===== config.mk =====
export PLATFORM = sky130hd
export DESIGN_NAME = elevator_motion_ctrl
export DESIGN_NICKNAME = d
export VERILOG_FILES = /design/src/rtl/elevator_motion_ctrl.sv
export SDC_FILE = /design/constraint.sdc
export NUM_CORES = 1
export LEC_CHECK = 0
export ABC_AREA = 1
export CAP_MARGIN = 0
export CORE_UTILIZATION = 40
export DETAILED_ROUTE_END_ITERATION = 6
export MAX_ROUTING_LAYER = met4
export PLACE_DENSITY_LB_ADDON = 0.2
export SLEW_MARGIN = 15
export SYNTH_ARGS = -nofsm -noshare
export SYNTH_HDL_FRONTEND = slang
export SYNTH_SLANG_ARGS = --single-unit

===== constraint.sdc =====
create_clock -name clk -period 7.2 [get_ports clk]
set_input_delay 1.44 -clock clk [delete_from_list [all_inputs] [get_ports clk]]
set_output_delay 1.44 -clock clk [all_outputs]
set_load 0.01 [all_outputs]

===== src/rtl/elevator_motion_ctrl.sv =====
// Two-car elevator motion controller: per-car request latch, SCAN scheduling,
// one-floor-at-a-time moves and door dwell. Both cars use the same logic.
//
// state     | meaning
// ----------+-----------------------------------------------
// IDLE      | stopped, door closed, choosing next move
// MOVE_UP   | travelling up, timer counts cycles of the floor move
// MOVE_DOWN | travelling down, timer counts cycles of the floor move
// DOOR      | stopped with door open, timer counts the dwell
module elevator_motion_ctrl #(
  parameter int unsigned FLOOR_TICKS = 50_000_000,
  parameter int unsigned DOOR_TICKS  = 100_000_000
) (
  input  logic       clk,
  input  logic       reset,
  input  logic [8:0] elv1_req,
  input  logic [8:0] elv2_req,
  output logic [4:0] elv1_floor,
  output logic [4:0] elv2_floor,
  output logic [1:0] elv1_dir,
  output logic [1:0] elv2_dir,
  output logic       elv1_door,
  output logic       elv2_door,
  output logic [8:0] elv1_pending,
  output logic [8:0] elv2_pending
);

  typedef enum logic [1:0] {IDLE, MOVE_UP, MOVE_DOWN, DOOR} state_t;

  localparam logic [31:0] FLOOR_LAST = 32'(FLOOR_TICKS - 1);
  localparam logic [31:0] DOOR_LAST  = 32'(DOOR_TICKS - 1);
  localparam logic [1:0]  DIR_UP     = 2'b01;
  localparam logic [1:0]  DIR_DOWN   = 2'b10;
  localparam logic [1:0]  DIR_STOP   = 2'b00;

  // idx is the zero-based floor index (floor 1 -> bit 0)
  function automatic logic [8:0] onehot(input logic [3:0] idx);
    logic [8:0] one;
    one = 9'd1;
    return one << idx;
  endfunction

  function automatic logic [8:0] above_mask(input logic [3:0] idx);
    logic [8:0] all_ones;
    all_ones = 9'h1FF;
    return all_ones << (idx + 4'd1);
  endfunction

  function automatic logic [8:0] below_mask(input logic [3:0] idx);
    logic [8:0] all_ones;
    all_ones = 9'h1FF;
    return ~(all_ones << idx);
  endfunction

  for (genvar c = 0; c < 2; c++) begin : g_car
    logic [8:0]  req;
    state_t      state;
    logic [4:0]  floor;
    logic [8:0]  pending;
    logic        last_dir;
    logic [31:0] timer;
    logic [1:0]  dir;
    logic        door;

    logic [3:0]  idx;
    logic [3:0]  next_idx;
    logic [8:0]  cur_oh;
    logic [8:0]  next_oh;
    logic [8:0]  clr;
    logic        has_above;
    logic        has_below;
    logic        more_ahead;
    logic        step_done;
    logic        door_done;
    logic        arrive_door;

    assign req = (c == 0) ? elv1_req : elv2_req;
    assign idx = 4'(floor - 5'd1);

    always_comb begin
      next_idx    = (state == MOVE_DOWN) ? idx - 4'd1 : idx + 4'd1;
      cur_oh      = onehot(idx);
      next_oh     = onehot(next_idx);
      has_above   = |(pending & above_mask(idx));
      has_below   = |(pending & below_mask(idx));
      more_ahead  = (state == MOVE_DOWN) ? |(pending & below_mask(next_idx))
                                         : |(pending & above_mask(next_idx));
      step_done   = (timer == FLOOR_LAST);
      door_done   = (timer == DOOR_LAST);
      arrive_door = ((state == MOVE_UP) || (state == MOVE_DOWN)) && step_done
                    && |(pending & next_oh);
      // Clearing wins over a same-cycle request for the served floor
      clr = '0;
      if (state == DOOR)
        clr = cur_oh;
      else if (arrive_door)
        clr = next_oh;
    end

    always_ff @(posedge clk) begin
      if (reset) begin
        state    <= IDLE;
        floor    <= 5'd1;
        pending  <= '0;
        last_dir <= 1'b1;
        timer    <= '0;
        dir      <= DIR_STOP;
        door     <= 1'b0;
      end else begin
        pending <= (pending | req) & ~clr;
        unique case (state)
          IDLE: begin
            if (|(pending & cur_oh)) begin
              state <= DOOR;
              timer <= '0;
              dir   <= DIR_STOP;
              door  <= 1'b1;
            end else if (has_above && (last_dir || !has_below)) begin
              state    <= MOVE_UP;
              timer    <= '0;
              last_dir <= 1'b1;
              dir      <= DIR_UP;
            end else if (has_below) begin
              state    <= MOVE_DOWN;
              timer    <= '0;
              last_dir <= 1'b0;
              dir      <= DIR_DOWN;
            end
          end
          MOVE_UP, MOVE_DOWN: begin
            if (step_done) begin
              floor <= (state == MOVE_UP) ? floor + 5'd1 : floor - 5'd1;
              timer <= '0;
              if (arrive_door) begin
                state <= DOOR;
                dir   <= DIR_STOP;
                door  <= 1'b1;
              end else if (!more_ahead) begin
                state <= IDLE;
                dir   <= DIR_STOP;
              end
            end else begin
              timer <= timer + 32'd1;
            end
          end
          DOOR: begin
            if (door_done) begin
              state <= IDLE;
              timer <= '0;
              door  <= 1'b0;
            end else begin
              timer <= timer + 32'd1;
            end
          end
          default: state <= IDLE;
        endcase
      end
    end
  end

  assign elv1_floor   = g_car[0].floor;
  assign elv2_floor   = g_car[1].floor;
  assign elv1_dir     = g_car[0].dir;
  assign elv2_dir     = g_car[1].dir;
  assign elv1_door    = g_car[0].door;
  assign elv2_door    = g_car[1].door;
  assign elv1_pending = g_car[0].pending;
  assign elv2_pending = g_car[1].pending;

endmodule


### Word-level counts from Yosys, hierarchy flattened

Cells that the tools add are included.

| operators by class | value |
|---|---|
| add/subtract/negate cells | 12 |
| equal/unequal tests | 22 |
| shift operators | 12 |
| mux-type cells | 60 |
| bitwise operators | 24 |
| reductions and logical operators | 42 |

Operators with widths:

| operator | number |
|---|---|
| $mux W32 | 10 |
| $pmux W32 S3 | 2 |
| $and A9 B9 Y9 | 14 |
| $reduce_or A9 Y1 | 12 |
| $shl A9 B4 Y9 const A | 8 |
| $add A32 B1 Y32 const B | 2 |
| $eq A32 B26 Y1 const B | 2 |
| $eq A32 B27 Y1 const B | 2 |
| $not A9 Y9 | 6 |
| $mux W2 | 20 |
| $mux W9 | 4 |
| $shl A1 B4 Y9 const A | 4 |
| $reduce_and A4 Y1 | 6 |
| $or A9 B9 Y9 | 2 |
| $add A4 B1 Y4 const B | 4 |
| $ne A2 B2 Y1 const B | 8 |
| $mux W1 | 14 |
| $pmux W2 S3 | 2 |
| $add A5 B1 Y5 const B | 2 |
| $mux W5 | 2 |
| $sub A5 B1 Y5 const B | 2 |
| $eq A2 B2 Y1 const B | 4 |
| $mux W4 | 2 |
| $ne A4 B4 Y1 const B | 2 |
| other kinds (14) | 36 |

| word-level totals | value |
|---|---|
| register bits | 104 |
| input port bits | 20 |
| output and inout port bits | 34 |
| logic and storage cells | 186 |

### Logic depth before layout (Yosys ltp)

| logic depth | value |
|---|---|
| depth after elaboration | 12 |
| depth in mapped cells | 24 |
| mapped depth without buffers | 23 |

### Worst setup path before layout

No wires, ideal clock.

| timing path | value |
|---|---|
| kind | register to register |
| start | reg g_car[0].floor[0], in the netlist elv1_floor[0] |
| end | reg g_car[0].state[1] |
| arrival time | 3533 ps |
| data required time | 7086 ps |
| setup slack | 3553 ps |
| cell stages (with the launch flop) | 21 |
| path buffers | 0 |
| cell sequence | dfxtp_1 -> inv_2 -> ha_1 -> inv_1 -> ha_1 -> inv_2 -> ha_1 -> o21ai_1 -> inv_1 -> ha_1 -> inv_1 -> o21ai_0 -> nand2_1 -> a31oi_1 -> nand3_1 -> a21oi_1 -> nor2_1 -> nand3_2 -> nand3_2 -> a21oi_1 -> nor2_1 |

| between the ends | value |
|---|---|
| word-level cells in the longest chain between the ends | 11 |
| elaborated cells on any way between the ends | 38 |

Ends and longest elaborated chain:

| what | RTL line | RTL |
|---|---|---|
| start: declaration | 58 | `logic [4:0] floor;` |
| start signal: assignment | 132 | `floor <= (state == MOVE_UP) ? floor + 5'd1 : floor - 5'd1;` |
| $sub A5 B1 Y5 * | -- |  |
| parallel branches: the longest is 10 deep, another holds $add A4 B1 Y4 | -- |  |
| end signal: assignment | 114 | `state <= DOOR;` |
| end signal: assignment | 119 | `state <= MOVE_UP;` |
| end signal: assignment | 124 | `state <= MOVE_DOWN;` |
| end: declaration | 57 | `state_t state;` |

Mark *: on every way between the ends. The select of a mux whose other input is x is not followed.
A chain may end at the register's enable or synchronous reset.

### Worst setup path in the final report

Ends and elaborated chain as after synthesis.

==> flow_metrics.tcl <==
set metrics [dict create \
    path_clk_slew_ps 80 \
    synthCells 1334 \
    drc 0 \
    synth.distinct_cells 52 \
    yosys-top-cells-area "dfxtp_1 25%, nand2_1 13%, nand3_1 8.2%" \
    power_mw 1.89 \
    avgSynthCellArea_um2 6.21 \
    critPathRequiredTime_ps 7470 \
    yosysTopAreaCell "dfxtp_1" \
    post-route-period-util_pct 57.6 \
    busiest_layer "met2" \
    nets 1428 \
    p_sw_uw 761 \
    p_sw_share_pct 40.3 \
    wl_mm 24.5 \
    drive_above_1_share_pct 5.57 \
    dr.pass1.iters 5 \
    min_from "g_car[1].timer[3]$_SDFFE_PP0P_" \
    min_period_ps 4140 \
    cts_setup_buffers 0 \
    critPathMaxFanout 12 \
    setup_slack_ps 3060 \
    place_ws_ps 3110 \
    synth_top_family_by_area "simple AND/OR/NAND/NOR gates" \
    maxSlewViolCount 0 \
    diodes 0 \
    ys_seq_elements 104 \
    place_hpwl_mm 18.0 \
    r2r-start "elv1_floor[0]$_SDFFE_PP1P_" \
    vias_per_cell 5.36 \
    clockBufferDepth 2 \
    p_leak_nw 3.74 \
    synth_fp_nets 1402 \
    synth_top_area_share_pct 25.1 \
    first_global_vias 8085 \
    grt_max_degree 72 \
    grt_use_met3_pct 2.07 \
    synth_compound_area_share_pct 14.6 \
    initial_core_util_pct 40.8 \
    die_w_um 146 \
    root_buffer "clkbuf_16" \
    yosysSeqAreaShare_pct 25.1 \
    crit_type "flip-flop to flip-flop" \
    peakVddDrop_uv 106 \
    synthXorXnorAreaFrac_pct 2.01 \
    die_h_um 146 \
    r2r_end "g_car[0].state[1]$_SDFFE_PP0P_" \
    wl_per_cell_um 15.0 \
    pin_count 54 \
    power.density_nw_per_um2 204 \
    vias 8766 \
    grt_util_met2_pct 38.2 \
    finalClockSkew_ps 14.8 \
    crit_path_start_kind "flip-flop" \
    place_congestion 0.970 \
    maxCapViolCount 0 \
    clock_power_share_pct 29.2 \
    synth_area_um2 8290 \
    ff2ff_path_depth 20 \
    muxShareOfSynthArea_pct 0 \
    die_area_um2 21300 \
    status "finished, final reports clean" \
    overflow 0 \
    synthAdderAreaFrac_pct 7.25 \
    postCtsResizedCells 0 \
    crit_arrival_ps 4420 \
    rsz0062_at_grt "false" \
    cts-hold-fix-buffers 0 \
    tns_ps 0 \
    reg2reg_slack_ps 3060 \
    cts_tree "yes" \
    cts_max_level 3 \
    tightest_slew_ps 1110 \
    max_freq_mhz 241 \
    internal-power_mw 1.13 \
    final_cell_mix "287 x nand2_1, 180 x inv_1, 142 x nor2_1" \
    min_path_type "flip-flop to flip-flop" \
    area_growth_pct 11.9 \
    cts_made_buffers 9 \
    synth-simple-area-share_pct 39.7 \
    stdcell_count 1635 \
    clock-sinks 104 \
    met1_usage_pct 31.8 \
    track_usage_pct 23.9 \
    drtIter0Drc 723 \
    timing.slew.headroom_pct 26.0 \
    ys_warn_count 0 \
    multiInputGateArea_um2 5270 \
    drt.antenna.violating_nets 0 \
    nFillCells 2189 \
    port_buffers 53 \
    finalCoreUtilization_pct 45.7 \
    grt_pass1_wl_mm 40.6 \
    core-area_um2 20300 \
    antenna_found_initial 0 \
    placedCellCount 1619 \
    holdPathStages 2 \
    combPwrFrac_pct 36.3 \
    final-setup-viol-count 0 \
    insertion_delay_ps 370 \
    layout_commonest_cell "nand2_1" \
    min_to "g_car[1].timer[3]$_SDFFE_PP0P_" \
    end_kind "flip-flop" \
    finalHoldViolCount 0 \
    regArea_um2 2080 \
    row_count 52 \
    pwr-share-seq_pct 34.5 \
]
==> worst max-delay path by stage <==
stage | from | to | slack (ps) | depth (start not counted)
after detailed placement | elv1_floor[0]$_SDFFE_PP1P_ | g_car[0].state[1]$_SDFFE_PP0P_ | 3110 | 20
after floorplan | elv1_floor[0]$_SDFFE_PP1P_ | g_car[0].state[1]$_SDFFE_PP0P_ | 3550 | 20
after CTS | elv1_floor[0]$_SDFFE_PP1P_ | g_car[0].state[1]$_SDFFE_PP0P_ | 3100 | 20
final | elv1_floor[0]$_SDFFE_PP1P_ | g_car[0].state[1]$_SDFFE_PP0P_ | 3060 | 20
after global placement | elv1_floor[0]$_SDFFE_PP1P_ | g_car[0].state[1]$_SDFFE_PP0P_ | 3190 | 20
after global routing | elv1_floor[0]$_SDFFE_PP1P_ | g_car[0].timer[5]$_SDFFE_PP0P_ | 2700 | 16
==> cells in the mapped netlist (all sizes together) <==
cell type and number:
nor4 14, and2 1, nand3 143, xnor2 4, nand2 298, o21bai 5, o311ai 1, a21boi 1
and3 2, ha 48, nor2 150, clkinv 1, o21a 3, o22ai 5, o41ai 1, o221ai 10
nor3b 3, or2 14, clkbuf 24, o21ai 66, inv 189, nand3b 2, nor3 45, nand4 49
a22oi 2, o211ai 10, o31ai 5, buf 17, a41oi 1, dfxtp 104, o2111ai 3, a21oi 91
a31oi 7, xor2 15
==> metal layers <==
layer  wire length [um]  share of wire, %
met5                  0                 0
met4                335               1.4
met3               1270               5.2
met2              11000                45
met1              11800                48
==> layout make-up <==
type                       instances  area share, %
clock buffer                       9           2.43
tap                              270           3.64
inverter                         190           7.71
timing repair buffer              56           5.91
clock inverter                     7           1.05
sequential                       104           22.5
multi-input combinational        999           56.8
==> cells by family (layout without fill, tap and decap cells) <==
kind of cell             after synthesis  count (layout)
XOR/XNOR                              19              19
adder cells (fa/ha/maj)               48              48
flip-flops                           104             104
buffers and inverters                231             262
AND/OR/NAND/NOR                      721             721
AO/OA/AOI/OAI                        211             211
==> sequential cells by signal, indices dropped and copies added, names as in the netlist <==
signal,count
elv1_dir,2
elv1_door,1
elv1_floor,5
elv1_pending,9
elv2_dir,2
elv2_door,1
elv2_floor,5
elv2_pending,9
g_car.last_dir,2
g_car.state,4
g_car.timer,64
==> power groups by stage <==
stage | logic (mW) | registers [mW] | clock network, mW
after floorplan | 0.502 | 0.659 | 0
after global placement | 0.682 | 0.665 | 0
after detailed placement | 0.681 | 0.666 | 0
after CTS | 0.684 | 0.653 | 0.562
after global routing | 0.779 | 0.658 | 0.582
final | 0.686 | 0.652 | 0.551
==> critical path, cell delays in order (launching register included) <==
cell and delay, ps:
dfxtp_1 620, inv_2 180, ha_1 310, inv_1 120, ha_1 330, inv_2 150
ha_1 290, o21ai_1 370, inv_1 200, ha_1 340, inv_1 80, o21ai_0 160
nand2_1 70, a31oi_1 140, nand3_1 80, a21oi_1 140, nor2_1 70, nand3_2 100
nand3_2 100, a21oi_1 140, nor2_1 50
==> through the flow <==
stage	cell area (um^2)	hold slack, ps
2_1_floorplan	8290	439
5_1_grt	9270	485
3_5_place_dp	8950	456
4_1_cts	9270	469
3_3_place_gp	8950	453
6_report	9270	466
(Power assumes the default switching activity.)
